[src/rtl/fpu_cmd_initiator.sv]
// CPU-side initiator for the FPU start/done 4-phase handshake.
// Byte-wide register file builds operands/opcode; the FSM runs the handshake and captures the result.
module fpu_cmd_initiator #(
  parameter int unsigned TIMEOUT_CYC = 1023
) (
  input  logic        i_clk,
  input  logic        i_rst,
  input  logic        i_cpu_we,
  input  logic [3:0]  i_cpu_addr,
  input  logic [7:0]  i_cpu_wdata,
  output logic [7:0]  o_cpu_rdata,
  output logic        o_fpu_start,
  output logic [3:0]  o_fpu_op,
  output logic [31:0] o_fpu_a,
  output logic [31:0] o_fpu_b,
  input  logic        i_fpu_done,
  input  logic [31:0] i_fpu_result,
  output logic        o_busy,
  output logic        o_irq
);

  localparam int unsigned CntW = (TIMEOUT_CYC < 2) ? 1 : $clog2(TIMEOUT_CYC + 1);
  localparam logic [CntW-1:0] CntMax = CntW'(TIMEOUT_CYC - 1);

  typedef enum logic [1:0] {StIdle, StReq, StRel} state_e;

  state_e          r_state, w_state_d;
  logic [CntW-1:0] r_cnt, w_cnt_d;
  logic [31:0]     r_a, w_a_d, r_b, w_b_d, r_res, w_res_d;
  logic [3:0]      r_op, w_op_d;
  logic            r_busy, w_busy_d, r_done, w_done_d, r_err, w_err_d, r_irq;
  logic            w_timeout;

  assign w_timeout = (r_cnt == CntMax);

  always_comb begin
    w_state_d = r_state;
    w_cnt_d   = r_cnt + 1'b1;
    w_a_d     = r_a;
    w_b_d     = r_b;
    w_res_d   = r_res;
    w_op_d    = r_op;
    w_busy_d  = r_busy;
    w_done_d  = r_done;
    w_err_d   = r_err;

    // Status write clears flags first so any same-cycle set below wins.
    if (i_cpu_we && i_cpu_addr == 4'd9) begin
      w_done_d = 1'b0;
      w_err_d  = 1'b0;
    end

    unique case (r_state)
      StIdle: begin
        if (i_cpu_we) begin
          case (i_cpu_addr)
            4'd0: w_a_d[7:0]   = i_cpu_wdata;
            4'd1: w_a_d[15:8]  = i_cpu_wdata;
            4'd2: w_a_d[23:16] = i_cpu_wdata;
            4'd3: w_a_d[31:24] = i_cpu_wdata;
            4'd4: w_b_d[7:0]   = i_cpu_wdata;
            4'd5: w_b_d[15:8]  = i_cpu_wdata;
            4'd6: w_b_d[23:16] = i_cpu_wdata;
            4'd7: w_b_d[31:24] = i_cpu_wdata;
            4'd8: begin
              if (i_cpu_wdata[3:0] == 4'hF) begin
                w_err_d = 1'b1;
              end else begin
                w_op_d    = i_cpu_wdata[3:0];
                w_done_d  = 1'b0;
                w_err_d   = 1'b0;
                w_busy_d  = 1'b1;
                w_state_d = StReq;
              end
            end
            default: ;
          endcase
        end
      end
      StReq: begin
        if (i_fpu_done) begin
          w_res_d   = i_fpu_result;
          w_state_d = StRel;
        end else if (w_timeout) begin
          w_err_d   = 1'b1;
          w_state_d = StRel;
        end
      end
      StRel: begin
        if (!i_fpu_done) begin
          if (!r_err) w_done_d = 1'b1;
          w_busy_d  = 1'b0;
          w_state_d = StIdle;
        end else if (w_timeout) begin
          w_err_d   = 1'b1;
          w_busy_d  = 1'b0;
          w_state_d = StIdle;
        end
      end
      default: w_state_d = StIdle;
    endcase

    if (w_state_d != r_state) w_cnt_d = '0;
  end

  always_ff @(posedge i_clk) begin
    if (i_rst) begin
      r_state <= StIdle;
      r_cnt   <= '0;
      r_a     <= '0;
      r_b     <= '0;
      r_res   <= '0;
      r_op    <= 4'h0;
      r_busy  <= 1'b0;
      r_done  <= 1'b0;
      r_err   <= 1'b0;
      r_irq   <= 1'b0;
    end else begin
      r_state <= w_state_d;
      r_cnt   <= w_cnt_d;
      r_a     <= w_a_d;
      r_b     <= w_b_d;
      r_res   <= w_res_d;
      r_op    <= w_op_d;
      r_busy  <= w_busy_d;
      r_done  <= w_done_d;
      r_err   <= w_err_d;
      r_irq   <= w_done_d | w_err_d;
    end
  end

  always_comb begin
    o_cpu_rdata = 8'h00;
    case (i_cpu_addr)
      4'd0:  o_cpu_rdata = r_a[7:0];
      4'd1:  o_cpu_rdata = r_a[15:8];
      4'd2:  o_cpu_rdata = r_a[23:16];
      4'd3:  o_cpu_rdata = r_a[31:24];
      4'd4:  o_cpu_rdata = r_b[7:0];
      4'd5:  o_cpu_rdata = r_b[15:8];
      4'd6:  o_cpu_rdata = r_b[23:16];
      4'd7:  o_cpu_rdata = r_b[31:24];
      4'd8:  o_cpu_rdata = {4'b0, r_op};
      4'd9:  o_cpu_rdata = {5'b0, r_err, r_done, r_busy};
      4'd12: o_cpu_rdata = r_res[7:0];
      4'd13: o_cpu_rdata = r_res[15:8];
      4'd14: o_cpu_rdata = r_res[23:16];
      4'd15: o_cpu_rdata = r_res[31:24];
      default: o_cpu_rdata = 8'h00;
    endcase
  end

  assign o_fpu_start = (r_state == StReq);
  assign o_fpu_op    = r_op;
  assign o_fpu_a     = r_a;
  assign o_fpu_b     = r_b;
  assign o_busy      = r_busy;
  assign o_irq       = r_irq;

endmodule

[config.mk]
export PLATFORM = sky130hd
export DESIGN_NAME = fpu_cmd_initiator
export DESIGN_NICKNAME = d
export VERILOG_FILES = /design/src/rtl/fpu_cmd_initiator.sv
export SDC_FILE = /design/constraint.sdc
export NUM_CORES = 1
export LEC_CHECK = 0
export CAP_MARGIN = 20
export CORE_MARGIN = 5
export CORE_UTILIZATION = 25
export DETAILED_ROUTE_END_ITERATION = 7
export SYNTH_ARGS = -nofsm -noshare
export SYNTH_HDL_FRONTEND = slang
export SYNTH_SLANG_ARGS = --single-unit
[constraint.sdc]
create_clock -name i_clk -period 1.56 [get_ports i_clk]
set_input_delay 0.312 -clock i_clk [delete_from_list [all_inputs] [get_ports i_clk]]
set_output_delay 0.312 -clock i_clk [all_outputs]
set_load 0.02 [all_outputs]
==> results of run 1 <==
==> final cells by class <==
| type | instances | area, um2 | area share [%] |
|---|---|---|---|
| Tap cell | 280 | 350 | 3.86 |
| Clock buffer | 22 | 474 | 5.22 |
| Timing Repair Buffer | 281 | 2590 | 28.5 |
| Inverter | 7 | 26.3 | 0.289 |
| Multi-Input combinational cell | 435 | 3160 | 34.8 |
| Sequential cell | 116 | 2360 | 26.0 |
| Clock inverter | 9 | 128 | 1.41 |
==> layout by cell type (no fill, tap or decap), types with 5 or more instances in the layout <==
master / instances
a21oi_1: 37
mux2i_1: 76
buf_4: 139
dfxtp_2: 21
a22oi_1: 5
dlygate4sd2_1: 28
clkbuf_16: 17
nor3_1: 7
clkdlybuf4s50_1: 41
xor2_1: 5
and3_1: 6
clkdlybuf4s15_1: 26
buf_12: 9
nand2b_1: 6
nand3_2: 5
a22o_1: 5
inv_1: 7
clkbuf_2: 13
dfxtp_1: 93
nand2_1: 75
nand3_1: 10
buf_6: 9
nor2_1: 86
==> worst paths after layout <==
path,start,to,cells past startpoint
setup reg to reg,r_state[1],o_fpu_a[28],5
hold / removal,i_rst,r_state[0],2
hold reg to reg,r_res[15],r_res[15],2
setup / recovery,o_fpu_b[30],o_cpu_rdata[6],5
==> metrics by stage <==
step | setup TNS [ns] | instances | worst slack [ns] | hold slack, ns | power [mW]
finish | -3.94 | 1150 | -0.668 | 0.121 | 7.93
global route | -4.24 | 1150 | -0.696 | 0.113 | 8.17
floorplan | -0.460 | 608 | -0.101 | 0.432 | 3.48
detailed placement | -56.41 | 1109 | -1.30 | 0.448 | 3.90
global placement | -53.88 | 1109 | -1.25 | 0.439 | 3.90
CTS | -4.01 | 1148 | -0.694 | 0.109 | 7.95
==> worst max-delay path, stage by stage (launching register included) <==
cell and delay [ns]:
dfxtp_2 0.32, mux4_2 0.48, nand2b_1 0.12, o221ai_2 0.09, a221o_1 0.33, buf_6 0.16
==> where the power goes <==
| group | internal [mW] | switching (mW) |
|---|---|---|
| sequential | 3.00 | 0.0250 |
| combinational | 0.465 | 0.457 |
| clock | 2.62 | 1.37 |
==> cell families after synthesis <==
group	Yosys count	share of synthesized area, %
XOR/XNOR	8	1.27
buffers and inverters	57	5.82
multiplexers	91	17.7
AND/OR/NAND/NOR	244	21.4
AO/OA/AOI/OAI	90	11.4
adder cells (fa/ha/maj)	2	0.453
flip-flops	116	42.0
==> flip-flops by register name, summed over array words and instances (netlist names) <==
| register | cells |
|---|---|
| o_fpu_a | 32 |
| o_fpu_b | 32 |
| r_res | 32 |
| r_cnt | 10 |
| o_fpu_op | 4 |
| r_state | 2 |
| o_busy | 1 |
| o_irq | 1 |
| r_done | 1 |
| r_err | 1 |
==> layer usage <==
| layer | track usage, % | vias up |
|---|---|---|
| li1 | - | 2633 |
| met1 | 21.2 | 2695 |
| met2 | 27.6 | 149 |
| met3 | 4.22 | 25 |
| met4 | 4.11 | 0 |
| met5 | 0 | - |
==> what timing repair did <==
action / CTS / global route
setup endpoints to repair: 153 / 108
setup buffers: 3 / 2
resized for setup: 189 / 79
gates cloned: 5 / 0
pin swaps: 13 / 13
endpoints found under the hold margin: 0 / 0
==> results by group, run 1 <==
Routing
  • DR vias/cell: 4.78
  • Antenna viol nets, final: 0
  • DRT Wirelength: 21,400 um
  • Met2 WL: 10,600 um
  • DRC Markers: 0
  • Top Layer Used: met4
  • M1 wire length: 9380 um
  • Pre-antenna DRT Iters: 5
  • Starting DRT DRC Count: 373
  • Met3 wire len: 1130 um
  • WL per Instance: about 19 um
  • Vias: 5,502

Final layout
  • Fillers: 2,131
  • Final nets: 908
  • Diodes inserted: 0
  • Fin util: 41.6%
  • Design Area, Final: 9080 um2
  • Area growth, synth to finish: 64.2%
  • Ratio of cells with drive above 1 in the final layout: 34.8%

CTS
  • Clk Latency, worst-skew pair: about 0.42 ns
  • Max Root-Sink Buffers: 2
  • H-tree Lvls: 4
  • CTS Sinks: ~120
  • Hold buffers post-CTS: 0
  • Total CTS buffers: 17
  • CTS root buffer: clkbuf_16
  • CTS tree: done
  • CTS clk-pin slew, worst paths: about 0.05 ns

GRT
  • GRT Resource Usage Total: 16.5%
  • Initial antenna violation count: 0
  • Largest net degree at the start of global routing: 54
  • Vias in the first global route: between 5,000 and 6,000
  • Remaining Overflow, GRT: 0
  • First-pass GRT wire length: around 32,000 um

Yosys
  • Ys flop type: dfxtp_1
  • Synth Instances: 608
  • Post-Syn Nets: 658
  • Post-synth top area cell: dfxtp_1
  • Synth cell count leaders: 116 x dfxtp_1, 86 x nor2_1, 81 x mux2i_1
  • Synth cell types: 71
  • Yosys reg bits: between 100 and 150
  • Yosys warning count: 0
  • Most common cell in the netlist: dfxtp_1
  • Synth top area cells: dfxtp_1 42%, mux2i_1 15%, nor2_1 5.8%, nand2_1 5.4%, a21oi_1 3.3%
  • Sequential area share after synthesis: 42.0%
  • Top-area cell type share of the netlist area: between 40 and 50%
  • Asr flop ratio synth: 0%
  • Mean post-synth cell area: 9.09 um2
  • Mapped Area: about 5500 um2
  • Post-synth EDFFs: 0

Placement
  • Routability cong.: between 0.9 and 1
  • Hpwl dp: 15,600 um
  • Placement Cell Area: between 8000 and 9000 um2
  • Port bufs: around 130

STA
  • # setup viols final: 8
  • RSZ-0062 raised after global routing: yes
  • Post-route minimum period: 2.23 ns
  • Least-Margin Pin Slew: 0.571 ns
  • Clock Skew: roughly 0.0069 ns
  • Slew margin rel.: 61.9%
  • Fin. Hold Viols: 0
  • Final Max Tran Viols: 0
  • Maximum clock rate: about 450 MHz
  • Setup ws final: -0.668 ns
  • Final period util: 143%

Die
  • Initial Util: approximately a quarter
  • FP Rows: 54
  • Die height: 159 um
  • Ports: roughly 130
  • Die area: 25,200 um2
  • Die Width: around 160 um
  • Core area: 21,800 um2

Job
  • Max-cap violations: 0

Worst setup path
  • Crit-path max FO: 2
  • Crit Path Class: reg2out
  • Startpoint types: flip-flop
  • Crit path required time: 1.25 ns
  • CP endpoint kind: output pin
  • Critical path arrival: 1.92 ns
  • Internal reg-to-reg setup slack: 0.06 ns

Run status
  • Failing checks: negative setup slack
  • Result of the run: finished, violations left

Pwr
  • Power Density: 874 nW/um2
  • Worst VDD drop: about 700 uV
  • Pleak: 4.10 nW

Worst hold path
  • Worst min-delay path class: in2reg
(Power assumes the default switching activity.)
==> inputs of run 2 (changes only) <==
--- a/config.mk
+++ b/config.mk
@@ -6,9 +6,11 @@
 export NUM_CORES = 1
 export LEC_CHECK = 0
 export CAP_MARGIN = 20
-export CORE_MARGIN = 5
+export CORE_MARGIN = 1
 export CORE_UTILIZATION = 25
 export DETAILED_ROUTE_END_ITERATION = 7
+export GPL_ROUTABILITY_DRIVEN = 0
+export SKIP_CTS_REPAIR_TIMING = 1
 export SYNTH_ARGS = -nofsm -noshare
 export SYNTH_HDL_FRONTEND = slang
 export SYNTH_SLANG_ARGS = --single-unit
==> run 2 against run 1 <==
First-iteration DRC count decreased by 19%. Die area decreased by 9.8%. Total power increased by 1.7%. Clock skew about the same. Global-route usage increased by 1.9 points. Clock power increased by 4%. Clock-buffer cell count unchanged. Critical path depth unchanged. Final cell count increased by 0.78%. Non-clock buffer count increased by 8. The run still ends with negative setup slack left. Cell area increased by 2.6%. Sequential cell count unchanged.
==> results by group, run 2 (synthesized netlist as in run 1, its figures left out) <==
Pwr
  • Switch share: 22.6% (was 23.3%)
  • Combinational power share: 11.2% (was 11.6%)
  • Seq pwr share: 37.5% (was 38.1%)
  • Switching power total: 1.83 mW (was 1.85 mW)
  • Power Density: 866 nW/um2 (was 874 nW/um2)
  • Power Internal: 6.24 mW (was 6.08 mW)
  • Pleak: 5.21 nW (was 4.10 nW)
  • Clock Power Share: 51.2% (was 50.3%)
  • Worst VDD drop: 591 uV (was 688 uV)
  • Total Power: 8.07 mW (was 7.93 mW)

CTS
  • CTS root buffer: clkbuf_16 (unchanged)
  • Total CTS buffers: 17 (unchanged)
  • Clk Latency, worst-skew pair: 0.42 ns (about the same)
  • Max Root-Sink Buffers: 2 (unchanged)
  • CTS clk-pin slew, worst paths: 0.05 ns (about the same)
  • CTS Sinks: 116 (unchanged)
  • H-tree Lvls: 4 (unchanged)
  • CTS tree: done (unchanged)

Placement
  • Placed instance count: 1,115 (was 1,109)
  • Placement Cell Area: 8180 um2 (was 8090 um2)
  • Hpwl dp: 15,100 um (was 15,600 um)
  • Port bufs: 126 (unchanged)

STA
  • RSZ-0062 raised after global routing: yes (unchanged)
  • Clock Skew: 0.00652 ns (was 0.00685 ns)
  • Total negative slack: -3.88 ns (was -3.94 ns)
  • Slew margin rel.: 67.7% (was 61.9%)
  • Post-route minimum period: 2.24 ns (was 2.23 ns)
  • Maximum clock rate: 446 MHz (was 449 MHz)
  • Fin. Hold Viols: 0 (unchanged)
  • Setup ws final: -0.682 ns (was -0.668 ns)
  • Least-Margin Pin Slew: 0.484 ns (was 0.571 ns)
  • Final Max Tran Viols: 0 (unchanged)
  • # setup viols final: 8 (unchanged)
  • Final period util: 144% (was 143%)

GRT
  • Vias in the first global route: 5,209 (was 5,479)
  • Largest net degree at the start of global routing: 106 (was 54)
  • First-pass GRT wire length: 30,300 um (was 32,200 um)
  • GRT Resource Usage Total: 18.3% (was 16.5%)
  • Initial antenna violation count: 0 (unchanged)
  • Remaining Overflow, GRT: 0 (unchanged)

Routing
  • DR vias/cell: 4.67 (was 4.78)
  • Pre-antenna DRT Iters: 4 (was 5)
  • Vias: 5,413 (was 5,502)
  • WL per Instance: 17.9 um (was 18.6 um)
  • Antenna viol nets, final: 0 (unchanged)
  • DRC Markers: 0 (unchanged)
  • Starting DRT DRC Count: 302 (was 373)
  • DRT Wirelength: 20,800 um (was 21,400 um)

Worst setup path
  • Startpoint types: flip-flop (unchanged)
  • Internal reg-to-reg setup slack: 0.07 ns (was 0.06 ns)
  • Worst-path cell chain: mux4_2 -> nand2b_1 -> o221ai_2 -> a221o_1 -> buf_6 (unchanged)
  • Crit path capture: o_cpu_rdata[6] (unchanged)
  • Reg-to-reg critical path endpoint: o_irq (was o_fpu_a[28])
  • WP depth: 5 (unchanged)
  • Crit path required time: 1.25 ns (about the same)
  • CP delay by family, top: multiplexers (unchanged)
  • CP endpoint kind: output pin (unchanged)
  • CP startpoint: o_fpu_b[30] (unchanged)
  • Critical path's largest stage delay: 0.50 ns (was 0.48 ns)
  • CP max-delay cell: mux4_2 (unchanged)
  • Reg-to-Reg Start: r_cnt[0] (was r_state[1])
  • Buf+Inv Stages, Crit Path: 1 (unchanged)
  • FF-to-FF path depth: 6 (was 5)
  • Crit Path Class: reg2out (unchanged)
  • Crit-path max FO: 2 (unchanged)
  • Critical path arrival: 1.93 ns (was 1.92 ns)

Final layout
  • Fin util: 42.8% (was 41.6%)
  • Fillers: 2,155 (was 2,131)
  • Sequential Area: 2340 um2 (was 2360 um2)
  • Area growth, synth to finish: 68.6% (was 64.2%)
  • Ratio of cells with drive above 1 in the final layout: 32.1% (was 34.8%)
  • Most common cell after layout, fill and taps aside: buf_4 (unchanged)
  • Diodes inserted: 0 (unchanged)
  • Area of the multi-input gates: 3090 um2 (was 3160 um2)
  • Most frequent cells in the layout: 143 x buf_4, 100 x dfxtp_1, 85 x nor2_1 (was 139 x buf_4, 93 x dfxtp_1, 86 x nor2_1)
  • Final nets: 916 (was 908)
  • Design Area, Final: 9320 um2 (was 9080 um2)
  • Fin cells: 1,159 (was 1,150)

Worst hold path
  • Hold Path Origin: i_rst (unchanged)
  • Worst min-delay path class: in2reg (unchanged)
  • Hold Path Stages: 3 (was 2)

Die
  • Core area: 21,800 um2 (about the same)
  • Ports: 127 (unchanged)
  • Die Width: 151 um (was 159 um)
  • FP Rows: 54 (unchanged)
  • Die height: 151 um (was 159 um)
  • Initial Util: 25.4% (was 25.3%)
  • Die area: 22,700 um2 (was 25,200 um2)

Run status
  • Result of the run: finished, violations left (unchanged)
  • Failing checks: negative setup slack (unchanged)

Job
  • Max-cap violations: 0 (unchanged)
-- run 2: changes by cell type in the layout (fill, tap and decap cells not counted), sizes merged, moves of 2 or more --
cell and change:
clkinv +2, bufbuf -4, clkinvlp -2, dlygate4sd2 -28, clkdlybuf4s15 -29, dlymetal6s2s +70
clkbuf -11, buf +10
-- run 2: power groups by stage --
stage / combinational (mW) / sequential (mW) / clock (mW)
floorplan: 0.359 / 3.12 / 0
global placement: 0.819 / 3.09 / 0
detailed placement: 0.823 / 3.09 / 0
CTS: 0.828 / 3.03 / 4.19
global route: 0.959 / 3.03 / 4.36
finish: 0.905 / 3.03 / 4.13
-- run 2: worst min-delay path by stage --
stage | slack (ns) | end
finish | 0.31 | o_irq
global route | 0.30 | o_irq
CTS | 0.30 | o_irq
detailed placement | 0.45 | r_res[29]
global placement | 0.44 | r_res[3]
floorplan | 0.43 | r_res[12]
-- run 2: layout make-up --
type	count	share of cell area, %
inverters	7	0.282
flip-flops and latches	116	25.1
repair buffers	289	31.0
clock buffers	22	5.09
multi-input cells	435	33.1
clock inverters	10	1.64
well taps	280	3.76
-- run 2: per-layer routing --
layer / part of all wire (%) / track usage, %
met3: 5.0 / 4.12
met1: 46 / 24.2
met5: 0 / 0
met2: 47 / 29.9
met4: 1.5 / 5.00
-- run 2: tightest hold or removal path: stages --
cell and delay [ns]:
buf_4 0.12, a41oi_2 0.06, a21boi_1 0.16
-- run 2: per-stage QoR --
stage | hold WS [ns] | setup WS [ns]
after floorplan | 0.432 | -0.101
after global placement | 0.442 | -1.25
after detailed placement | 0.448 | -1.28
after CTS | 0.298 | -1.28
after global routing | 0.299 | -0.695
final | 0.309 | -0.682
==> inputs of run 3 (changes only) <==
--- a/config.mk
+++ b/config.mk
@@ -10,7 +10,6 @@
 export CORE_UTILIZATION = 25
 export DETAILED_ROUTE_END_ITERATION = 7
 export GPL_ROUTABILITY_DRIVEN = 0
-export SKIP_CTS_REPAIR_TIMING = 1
 export SYNTH_ARGS = -nofsm -noshare
 export SYNTH_HDL_FRONTEND = slang
 export SYNTH_SLANG_ARGS = --single-unit
==> run 3 against run 2 <==
The flow still finishes with violations (negative setup slack). Total power is 0.56% higher. First-iteration DRC count is 6.6% higher. Via count rose by 1.2%. Fmax is 0.13% lower. Combinational power up 4.3%. Die area stayed put.
==> results by group, run 3 (synthesized netlist as in run 1, its figures left out) <==
Worst setup path
  • CP endpoint kind: output pin (unchanged)
  • Startpoint types: flip-flop (unchanged)
  • Crit path required time: 1.25 ns (about the same)
  • Worst-path cell chain: mux4_2 -> nand2b_1 -> o221ai_2 -> a221o_1 -> buf_6 (unchanged)
  • CP delay by family, top: multiplexers (unchanged)
  • Crit Path Class: reg2out (unchanged)
  • Buf+Inv Stages, Crit Path: 1 (unchanged)
  • Critical path's largest stage delay: 0.50 ns (about the same)
  • Crit-path max FO: 2 (unchanged)
  • Critical path arrival: 1.93 ns (about the same)
  • CP max-delay cell: mux4_2 (unchanged)

GRT
  • GRT Resource Usage Total: 19.1% (was 18.3%)
  • Initial antenna violation count: 0 (unchanged)
  • First-pass GRT wire length: 31,400 um (was 30,300 um)
  • Vias in the first global route: 5,428 (was 5,209)
  • Remaining Overflow, GRT: 0 (unchanged)
  • Largest net degree at the start of global routing: 106 (unchanged)

STA
  • Post-route minimum period: 2.24 ns (about the same)
  • Setup ws final: -0.684 ns (was -0.682 ns)
  • Fin. Hold Viols: 0 (unchanged)
  • Maximum clock rate: 446 MHz (about the same)
  • Slew margin rel.: 64.6% (was 67.7%)
  • Clock Skew: 0.00738 ns (was 0.00652 ns)
  • # setup viols final: 8 (unchanged)
  • Least-Margin Pin Slew: 0.531 ns (was 0.484 ns)
  • Final period util: 144% (about the same)
  • RSZ-0062 raised after global routing: yes (unchanged)
  • Final Max Tran Viols: 0 (unchanged)

Die
  • FP Rows: 54 (unchanged)
  • Initial Util: 25.4% (unchanged)
  • Ports: 127 (unchanged)
  • Core area: 21,800 um2 (unchanged)
  • Die area: 22,700 um2 (unchanged)
  • Die height: 151 um (unchanged)
  • Die Width: 151 um (unchanged)

Placement
  • Hpwl dp: 15,100 um (unchanged)
  • Port bufs: 126 (unchanged)

Final layout
  • Area of the multi-input gates: 3160 um2 (was 3090 um2)
  • Area growth, synth to finish: 66.8% (was 68.6%)
  • Ratio of cells with drive above 1 in the final layout: 35.6% (was 32.1%)
  • Most common cell after layout, fill and taps aside: buf_4 (unchanged)
  • Diodes inserted: 0 (unchanged)
  • Most frequent cells in the layout: 147 x buf_4, 94 x dfxtp_1, 84 x nor2_1 (was 143 x buf_4, 100 x dfxtp_1, 85 x nor2_1)
  • Fin util: 42.4% (was 42.8%)
  • Fillers: 2,153 (was 2,155)
  • Sequential Area: 2350 um2 (was 2340 um2)
  • Final nets: 922 (was 916)

Routing
  • Antenna viol nets, final: 0 (unchanged)
  • Starting DRT DRC Count: 322 (was 302)
  • DRT Wirelength: 21,000 um (was 20,800 um)
  • DR vias/cell: 4.70 (was 4.67)
  • WL per Instance: 18.1 um (was 17.9 um)
  • DRC Markers: 0 (unchanged)
  • Pre-antenna DRT Iters: 6 (was 4)
  • Vias: 5,480 (was 5,413)

Pwr
  • Worst VDD drop: 600 uV (was 591 uV)
  • Power Density: 880 nW/um2 (was 866 nW/um2)
  • Total Power: 8.11 mW (was 8.07 mW)
  • Pleak: 4.19 nW (was 5.21 nW)

CTS
  • Total CTS buffers: 17 (unchanged)
  • CTS root buffer: clkbuf_16 (unchanged)
  • Hold buffers post-CTS: 0
  • CTS tree: done (unchanged)
  • CTS Sinks: 116 (unchanged)
  • Clk Latency, worst-skew pair: 0.42 ns (about the same)
  • CTS clk-pin slew, worst paths: 0.05 ns (about the same)
  • H-tree Lvls: 4 (unchanged)
  • Max Root-Sink Buffers: 2 (unchanged)

Run status
  • Result of the run: finished, violations left (unchanged)
  • Failing checks: negative setup slack (unchanged)

Worst hold path
  • Worst min-delay path class: in2reg (unchanged)

Job
  • Max-cap violations: 0 (unchanged)
-- run 3: changes by cell type in the layout (fill, tap and decap cells not counted), moves of 3 or more --
cell / change
dlymetal6s2s_1: -70
dlygate4sd2_1: +30
clkdlybuf4s15_1: +27
clkbuf_2: +10
dfxtp_1: -6
dfxtp_2: +6
buf_4: +4
bufbuf_16: +3
-- run 3: worst min-delay path, delay by kind of cell --
kind,cells,cell delay (ns)
compound gates,2,0.22
buf+inv,1,0.12
-- run 3: per-layer routing --
| metal | track usage (%) | routed length (um) | vias up |
|---|---|---|---|
| met1 | 24.7 | 9590 | 2639 |
| met4 | 7.45 | 505 | 0 |
| met2 | 30.9 | 9970 | 150 |
| met3 | 4.30 | 979 | 35 |
| met5 | 0 | 0 | - |
| li1 | - | - | 2656 |
-- run 3: final timing paths --
| kind | from | end | slack [ns] | cells past startpoint |
|---|---|---|---|---|
| worst max-delay path | o_fpu_b[30] | o_cpu_rdata[6] | -0.68 | 5 |
| worst min-delay path | i_rst | o_irq | 0.30 | 3 |
| worst min register to register | r_res[29] | r_res[29] | 0.45 | 2 |
| worst max register to register | r_state[0] | o_fpu_a[12] | 0.07 | 7 |
-- run 3: layout make-up --
cell class | instances | area share, %
clock buffer | 22 | 5.14
clock inverter | 10 | 1.66
inverter | 7 | 0.285
multi-input combinational | 436 | 34.3
sequential | 116 | 25.5
tap | 280 | 3.80
timing repair buffer | 294 | 29.3
-- run 3: timing repair --
| action | 4_1_cts | 5_1_grt |
|---|---|---|
| pin swaps | 20 | 13 |
| gates resized for setup | 191 | 76 |
| gates cloned | 6 | 0 |
| buffers inserted | 4 | 8 |
| setup endpoints to repair | 161 | 108 |
-- run 3: per-stage QoR --
| stage | cells | setup slack (ns) | instance area, um2 | TNS [ns] | hold slack (ns) |
|---|---|---|---|---|---|
| floorplan | 608 | -0.101 | 5650 | -0.460 | 0.432 |
| global placement | 1115 | -1.25 | 8180 | -57.61 | 0.442 |
| detailed placement | 1115 | -1.28 | 8180 | -59.04 | 0.448 |
| CTS | 1157 | -0.684 | 9040 | -3.90 | 0.298 |
| global route | 1165 | -0.700 | 9220 | -4.26 | 0.297 |
| finish | 1165 | -0.684 | 9220 | -3.85 | 0.302 |
-- run 3: power by group --
group / leakage, nW / internal (mW) / switching [mW]
logic: 2.93 / 0.481 / 0.463
clock network: 0.310 / 2.78 / 1.36
registers: 0.947 / 3.00 / 0.0263
